File: src/rtl/uart_pkg.sv
// Shared UART transmit types: FSM state encoding and the frame parity helper.
package uart_pkg;

   localparam int UART_MAX_DATA_BITS = 9;

   typedef enum logic [2:0] {
      IDLE,
      START,
      DATA,
      PARITY,
      STOP
   } uart_tx_state_t;

   // Payload is zero-extended to the widest frame, so the extra zeros do not disturb the XOR.
   function automatic logic uart_parity(input logic [UART_MAX_DATA_BITS-1:0] data, input logic odd);
      return (^data) ^ odd;
   endfunction

endpackage

File: src/rtl/uart_tx_fifo.sv
// Transmit word queue: DEPTH entries (power of two), registered count/full/empty.
// Latency: a pushed word is visible at pop_dat one cycle after the push edge.
// Backpressure: a push while full is dropped even if a pop happens in the same cycle.
module uart_tx_fifo #(
   parameter int WIDTH = 8,
   parameter int DEPTH = 4
) (
   input  logic                       clk,
   input  logic                       rst_,
   input  logic                       push,
   input  logic [WIDTH-1:0]           push_dat,
   input  logic                       pop,
   output logic [WIDTH-1:0]           pop_dat,
   output logic [$clog2(DEPTH+1)-1:0] count,
   output logic                       full,
   output logic                       empty
);

   localparam int CW = $clog2(DEPTH + 1);
   localparam int PW = $clog2(DEPTH);

   logic [WIDTH-1:0] mem_q [DEPTH];
   logic [PW-1:0]    wr_ptr_q, wr_ptr_d;
   logic [PW-1:0]    rd_ptr_q, rd_ptr_d;
   logic [CW-1:0]    count_q, count_d;
   logic             push_ok, pop_ok;

   assign full    = (count_q == CW'(DEPTH));
   assign empty   = (count_q == '0);
   assign push_ok = push && !full;
   assign pop_ok  = pop && !empty;
   assign pop_dat = mem_q[rd_ptr_q];
   assign count   = count_q;

   // Pointers wrap for free because DEPTH is a power of two.
   always_comb begin
      wr_ptr_d = wr_ptr_q + PW'(push_ok);
      rd_ptr_d = rd_ptr_q + PW'(pop_ok);
      count_d  = count_q + CW'(push_ok) - CW'(pop_ok);
   end

   always_ff @(posedge clk or negedge rst_) begin
      if (!rst_) begin
         wr_ptr_q <= '0;
         rd_ptr_q <= '0;
         count_q  <= '0;
      end else begin
         wr_ptr_q <= wr_ptr_d;
         rd_ptr_q <= rd_ptr_d;
         count_q  <= count_d;
      end
   end

   always_ff @(posedge clk) begin
      if (push_ok) begin
         mem_q[wr_ptr_q] <= push_dat;
      end
   end

endmodule

File: src/rtl/uart_tx_param.sv
// Queued UART transmitter, DATA_BITS/STOP_BITS configurable; parity bit only with UART_TX_PARITY_EN.
// Latency: push into an empty queue with the FSM idle drives the start bit two edges later.
// Backpressure: tx_ready is registered and drops when the queue holds FIFO_DEPTH words.
module uart_tx_param
   import uart_pkg::*;
#(
   parameter int CLK_FREQ   = 50_000_000,
   parameter int BAUD_RATE  = 115200,
   parameter int DATA_BITS  = 8,
   parameter int STOP_BITS  = 1,
   parameter int FIFO_DEPTH = 4
) (
   input  logic                            clk,
   input  logic                            rst_,
   input  logic                            tx_valid,
   input  logic [DATA_BITS-1:0]            tx_data,
   output logic                            tx_ready,
   input  logic                            parity_odd,
   output logic                            tx_serial,
   output logic                            tx_busy,
   output logic [$clog2(FIFO_DEPTH+1)-1:0] fifo_count
);

   localparam int DIVISOR = CLK_FREQ / BAUD_RATE;
   localparam int CNT_W   = (DIVISOR > 1) ? $clog2(DIVISOR) : 1;
   localparam int CW      = $clog2(FIFO_DEPTH + 1);
   localparam logic [CNT_W-1:0] CNT_LAST  = CNT_W'(DIVISOR - 1);
   localparam logic [3:0]       DATA_LAST = 4'(DATA_BITS - 1);
   localparam logic [3:0]       STOP_LAST = 4'(STOP_BITS - 1);

   if (DIVISOR < 2 || DATA_BITS < 5 || DATA_BITS > 9 || STOP_BITS < 1 || STOP_BITS > 2 ||
       FIFO_DEPTH < 2 || (FIFO_DEPTH & (FIFO_DEPTH - 1)) != 0) begin : g_bad_cfg
      $error("uart_tx_param: illegal parameter combination");
   end

   uart_tx_state_t         state_q, state_d;
   logic [CNT_W-1:0]       cnt_q, cnt_d;
   logic [3:0]             bit_q, bit_d;
   logic [DATA_BITS-1:0]   shift_q, shift_d;
   logic                   tx_serial_q, tx_serial_d;
   logic                   tx_ready_q, tx_ready_d;
   logic                   tick, load;
   logic                   push_acc, fifo_pop, fifo_full, fifo_empty;
   logic [DATA_BITS-1:0]   fifo_dat;
   logic [CW-1:0]          fifo_cnt, cnt_nxt;

   uart_tx_fifo #(
      .WIDTH (DATA_BITS),
      .DEPTH (FIFO_DEPTH)
   ) u_fifo (
      .clk      (clk),
      .rst_     (rst_),
      .push     (push_acc),
      .push_dat (tx_data),
      .pop      (fifo_pop),
      .pop_dat  (fifo_dat),
      .count    (fifo_cnt),
      .full     (fifo_full),
      .empty    (fifo_empty)
   );

   assign push_acc   = tx_valid && tx_ready_q;
   assign tick       = (cnt_q == CNT_LAST);
   assign tx_serial  = tx_serial_q;
   assign tx_ready   = tx_ready_q;
   assign tx_busy    = (state_q != IDLE);
   assign fifo_count = fifo_cnt;

   // Ready is registered from the count the queue will hold after this edge.
   always_comb begin
      cnt_nxt    = fifo_cnt + CW'(push_acc && !fifo_full) - CW'(fifo_pop);
      tx_ready_d = (cnt_nxt < CW'(FIFO_DEPTH));
   end

`ifdef UART_TX_PARITY_EN
   logic par_bit_q, par_bit_d;
`else
   logic unused_parity_odd;
   assign unused_parity_odd = parity_odd;
`endif

   // The line is registered from the current state, so it trails the FSM by one cycle.
   always_comb begin
      state_d     = state_q;
      cnt_d       = tick ? '0 : cnt_q + CNT_W'(1);
      bit_d       = bit_q;
      shift_d     = shift_q;
      tx_serial_d = 1'b1;
      load        = 1'b0;
      fifo_pop    = 1'b0;
`ifdef UART_TX_PARITY_EN
      par_bit_d   = par_bit_q;
`endif
      case (state_q)
         IDLE: begin
            cnt_d = '0;
            load  = !fifo_empty;
         end
         START: begin
            tx_serial_d = 1'b0;
            if (tick) begin
               state_d = DATA;
               bit_d   = '0;
            end
         end
         DATA: begin
            tx_serial_d = shift_q[0];
            if (tick) begin
               shift_d = shift_q >> 1;
               if (bit_q == DATA_LAST) begin
                  bit_d = '0;
`ifdef UART_TX_PARITY_EN
                  state_d = PARITY;
`else
                  state_d = STOP;
`endif
               end else begin
                  bit_d = bit_q + 4'd1;
               end
            end
         end
`ifdef UART_TX_PARITY_EN
         PARITY: begin
            tx_serial_d = par_bit_q;
            if (tick) begin
               state_d = STOP;
            end
         end
`endif
         STOP: begin
            if (tick) begin
               if (bit_q == STOP_LAST) begin
                  state_d = IDLE;
                  load    = !fifo_empty;
               end else begin
                  bit_d = bit_q + 4'd1;
               end
            end
         end
         default: state_d = IDLE;
      endcase

      if (load) begin
         fifo_pop = 1'b1;
         shift_d  = fifo_dat;
         state_d  = START;
         cnt_d    = '0;
         bit_d    = '0;
`ifdef UART_TX_PARITY_EN
         par_bit_d = uart_parity(9'(fifo_dat), parity_odd);
`endif
      end
   end

   always_ff @(posedge clk or negedge rst_) begin
      if (!rst_) begin
         state_q     <= IDLE;
         cnt_q       <= '0;
         bit_q       <= '0;
         shift_q     <= '0;
         tx_serial_q <= 1'b1;
         tx_ready_q  <= 1'b0;
`ifdef UART_TX_PARITY_EN
         par_bit_q   <= 1'b0;
`endif
      end else begin
         state_q     <= state_d;
         cnt_q       <= cnt_d;
         bit_q       <= bit_d;
         shift_q     <= shift_d;
         tx_serial_q <= tx_serial_d;
         tx_ready_q  <= tx_ready_d;
`ifdef UART_TX_PARITY_EN
         par_bit_q   <= par_bit_d;
`endif
      end
   end

endmodule

File: config.mk
export PLATFORM = sky130hd
export DESIGN_NAME = uart_tx_param
export DESIGN_NICKNAME = d
export VERILOG_FILES = /design/src/rtl/uart_pkg.sv /design/src/rtl/uart_tx_fifo.sv /design/src/rtl/uart_tx_param.sv
export SDC_FILE = /design/constraint.sdc
export NUM_CORES = 1
export LEC_CHECK = 0
export BUFFER_PORTS_ARGS = -buffer_cell sky130_fd_sc_hd__buf_2
export CAP_MARGIN = 5
export CELL_PAD_IN_SITES_DETAIL_PLACEMENT = 1
export CELL_PAD_IN_SITES_GLOBAL_PLACEMENT = 1
export CORE_MARGIN = 5
export CORE_UTILIZATION = 49
export DETAILED_ROUTE_END_ITERATION = 16
export GPL_TIMING_DRIVEN = 0
export HOLD_SLACK_MARGIN = 0.06
export PLACE_DENSITY = 0.75
export SYNTH_ARGS = -nofsm -noshare
export SYNTH_HDL_FRONTEND = slang
export SYNTH_SLANG_ARGS = --single-unit
File: constraint.sdc
create_clock -name clk -period 2.8 [get_ports clk]
set_input_delay 0.56 -clock clk [delete_from_list [all_inputs] [get_ports clk]]
set_output_delay 0.56 -clock clk [all_outputs]
set_load 0.02 [all_outputs]
==> impl_metrics.csv <==
group,metric,value,unit
run_status,outcome,"finished clean",
finish,nNetsFinal,267,
finish,drive_gt1_frac,0.200,
yosys,syn_area,0.00291,mm^2
finish,num-fill-cells,599,
yosys,synth_seq_cells,65,
critical_path,start_kind,"flip-flop",
critical_path,rrSetupSlack,0.42,ns
timing,tns,0,ns
clocking,cts_tree,"done",
power,p_comb_frac,0.261,
min_path,hold_path.class,"in2async",
critical_path,required,3.05,ns
timing,fin_crit_sh,0.849,
power,clkPwrFrac,0.277,
timing,layout_setup_ws,0.423,ns
global_routing,grt_pass1_vias,1888,
floorplanning,die_w,87.1,um
yosys,syn_avg_cell_area,13.4,um^2
floorplanning,die_height,87.1,um
critical_path,cp_slowest_cell,"clkbuf_1",
yosys,synthesis.nets,239,
detailed_routing,drt_pass1_iterations,4,
critical_path,rr_startpoint,"cnt_q[1]",
yosys,ys_seq_area_frac,0.614,
critical_path,cp_max_fo,11,
global_routing,overflow,0,
floorplanning,core_area,0.00585,mm^2
critical_path,cp-startpoint,"cnt_q[1]",
detailed_routing,vias_per_cell,5.43,
yosys,ys_dominant_reg_cell,"edfxtp_1",
detailed_routing,wire_per_inst,17.1,um
clocking,ctsHoldBuffers,0,
yosys,synth_cell_types,47,
floorplanning,rows,28,
timing,post-route-min-period,2.38,ns
power,power_density,923,mW/mm^2
power,intPower,2.10,mW
global_routing,antenna_found_initial,0,
yosys,yosysTopAreaCell,"edfxtp_1",
clocking,cts_setup_buffers,0,
detailed_routing,drc,0,
power,p_switching,0.953,mW
yosys,async_flop_share,0.508,
critical_path,crit_top_cell,"ha_1",
critical_path,reg2regPathDepth,9,
finish,fin_cells,325,
critical_path,cpPeakStageDelay,0.44,ns
yosys,synth.top_cell.area_share,0.330,
power,swShare,0.313,
place,port_buffers,16,
clocking,cts_resized,0,
clocking,clock_path_buffers,2,
place,gp_congestion,0.720,
critical_path,cp_cell_sequence,"inv_1 > ha_1 > and4b_1 > nand4_1 > a21oi_1 > clkbuf_1 > ha_1 > ha_1 > xnor2_1",
detailed_routing,routed_wl,5.55,mm
critical_path,crit_buf_inv,2,
place,pre_cts_slack,0.177,ns
floorplanning,ios,18,
critical_path,critPathTopFamily,"adder cells",
timing,hold_slack,0.287,ns
run,cap_violations,0,
power,seqPwrFrac,0.461,
place,placed_cells_incl_taps,308,
place,placed_area,0.00309,mm^2
power,peakVddDrop,0.586,mV
critical_path,endpoint,"u_fifo.count[2]",
timing,rsz0062_at_grt,"no",
timing,fmax,421,MHz
yosys,yosys_warnings,0,
finish,antennaDiodeCount,0,
yosys,synth_common_cells,"dfrtp_1 (32), edfxtp_1 (32), nand2_1 (20)",
clocking,clock-sinks,65,
yosys,synth_edf_count,32,
global_routing,grt_use_total,0.170,
detailed_routing,drt_iter0_markers,62,
floorplanning,start_util,0.498,
timing,finalMaxSlewViolations,0,
clocking,clock_latency,0.33,ns
clocking,cts_buffers,9,
timing,skew,0.00850,ns
critical_path,end_kind,"flip-flop",
floorplanning,die_area,0.00758,mm^2
timing,hold_violations,0,
detailed_routing,num_vias,1764,
detailed_routing,ant_nets,0,
critical_path,r2r-end,"u_fifo.count[2]",
yosys,synthTopCellsByArea,"edfxtp_1 (33%), dfrtp_1 (28%), mux4_2 (6.2%)",
global_routing,grt_first_pass_wirelength,9.63,mm
yosys,synthCells,217,
place,hpwl,3.92,mm
finish,postLayoutCellArea,0.00330,mm^2
global_routing,grt_max_degree,34,
power,p_leak,1.36,nW
critical_path,crit_arrival,2.63,ns
clocking,htreeDepth,3,
timing,slew_headroom,0.482,
finish,syn_to_final_growth,13.5,%
critical_path,cp.depth,9,
clocking,clkTransAtPathRegs,0.07,ns
timing,tightest_slew,0.774,ns
critical_path,crit_type,"reg2reg",
timing,setup_viol,0,
clocking,cts_root_buf,"clkbuf_8",
==> area by class of cell <==
| cell class | instances | area, um^2 | share of cell area |
|---|---|---|---|
| clock buffers | 10 | 128 | 0.0386 |
| plain buffers | 8 | 40.0 | 0.0121 |
| inverters | 11 | 41.3 | 0.0125 |
| multi-input cells | 133 | 1040 | 0.316 |
| repair buffers | 17 | 87.6 | 0.0265 |
| clock inverters | 6 | 82.6 | 0.0250 |
| flip-flops and latches | 65 | 1790 | 0.541 |
| well taps | 75 | 93.8 | 0.0284 |
==> through the flow <==
step	total power [mW]	util
after global routing	3.26	0.565
after detailed placement	2.23	0.527
after global placement	2.16	0.527
after floorplan	1.96	-
after CTS	3.10	0.563
final	3.05	0.565
==> registers in the layout, summed over array words and instances (netlist names), 2 cells and up <==
name,cells
bit_q,4
u_fifo.wr_ptr_q,2
u_fifo.rd_ptr_q,2
state_q,3
u_fifo.mem_q,32
u_fifo.count,3
cnt_q,9
shift_q,8
==> worst reg2reg max path, delay by kind of cell, from the launching register on <==
family | cells | cell delay, ns
AO/OA/AOI/OAI | 1 | 0.19
XOR/XNOR | 1 | 0.13
adder cells (fa/ha/maj) | 3 | 0.57
buffers and inverters | 2 | 0.51
flip-flops | 1 | 0.41
AND/OR/NAND/NOR | 2 | 0.49
==> cell usage in the layout, fill, tap and decap left out, types with 3 or more instances in the layout <==
master / Yosys / final
o21ai_0: 11 / 11
mux2i_1: 8 / 8
edfxtp_1: 32 / 32
nor2b_1: 3 / 3
nor2_1: 17 / 17
clkbuf_8: 0 / 9
a21oi_1: 5 / 5
buf_2: 2 / 18
xor2_1: 6 / 6
nand3_1: 5 / 5
dfrtp_1: 32 / 32
clkbuf_1: 4 / 5
inv_1: 11 / 11
xnor2_1: 7 / 7
nand2_1: 20 / 20
mux4_2: 8 / 8
ha_1: 10 / 10
nor3b_1: 4 / 4
==> layer usage <==
metal | wire (um) | global-route usage | vias to the layer above
met5 | 0 | 0 | -
met1 | 2510 | 0.211 | 894
li1 | - | - | 845
met3 | 171 | 0.0549 | 4
met4 | 40 | 0.0552 | 0
met2 | 2830 | 0.283 | 21
==> worst min-delay path by stage <==
stage | endpoint | cells after the start | from | slack [ns]
3_3_place_gp | u_fifo.rd_ptr_q[0] | 1 | u_fifo.rd_ptr_q[0] | 0.49
5_1_grt | cnt_q[8] | 1 | rst_ | 0.33
6_report | cnt_q[6] | 1 | rst_ | 0.29
4_1_cts | cnt_q[8] | 1 | rst_ | 0.31
3_5_place_dp | cnt_q[0] | 1 | cnt_q[0] | 0.52
2_1_floorplan | bit_q[0] | 0 | rst_ | 0.26
==> logic make-up (layout without fill, tap and decap cells) <==
family,Yosys count,after routing,share of synthesized area
AOI/OAI and AO/OA,26,26,0.0610
xor gates and xnor gates,13,13,0.0391
adders and majority gates,10,10,0.0430
buffers and inverters,19,52,0.0279
DFF,65,65,0.614
muxes,16,16,0.0894
and+or+nand+nor,68,68,0.125
==> power by group through the flow <==
| stage | Combinational [mW] | Sequential (mW) | Clock (mW) |
|---|---|---|---|
| after floorplan | 0.544 | 1.42 | 0 |
| after global placement | 0.758 | 1.40 | 0 |
| after detailed placement | 0.810 | 1.42 | 0 |
| after CTS | 0.818 | 1.41 | 0.872 |
| after global routing | 0.892 | 1.44 | 0.928 |
| final | 0.797 | 1.41 | 0.846 |
No activity file was read; power rests on OpenSTA's default activity.
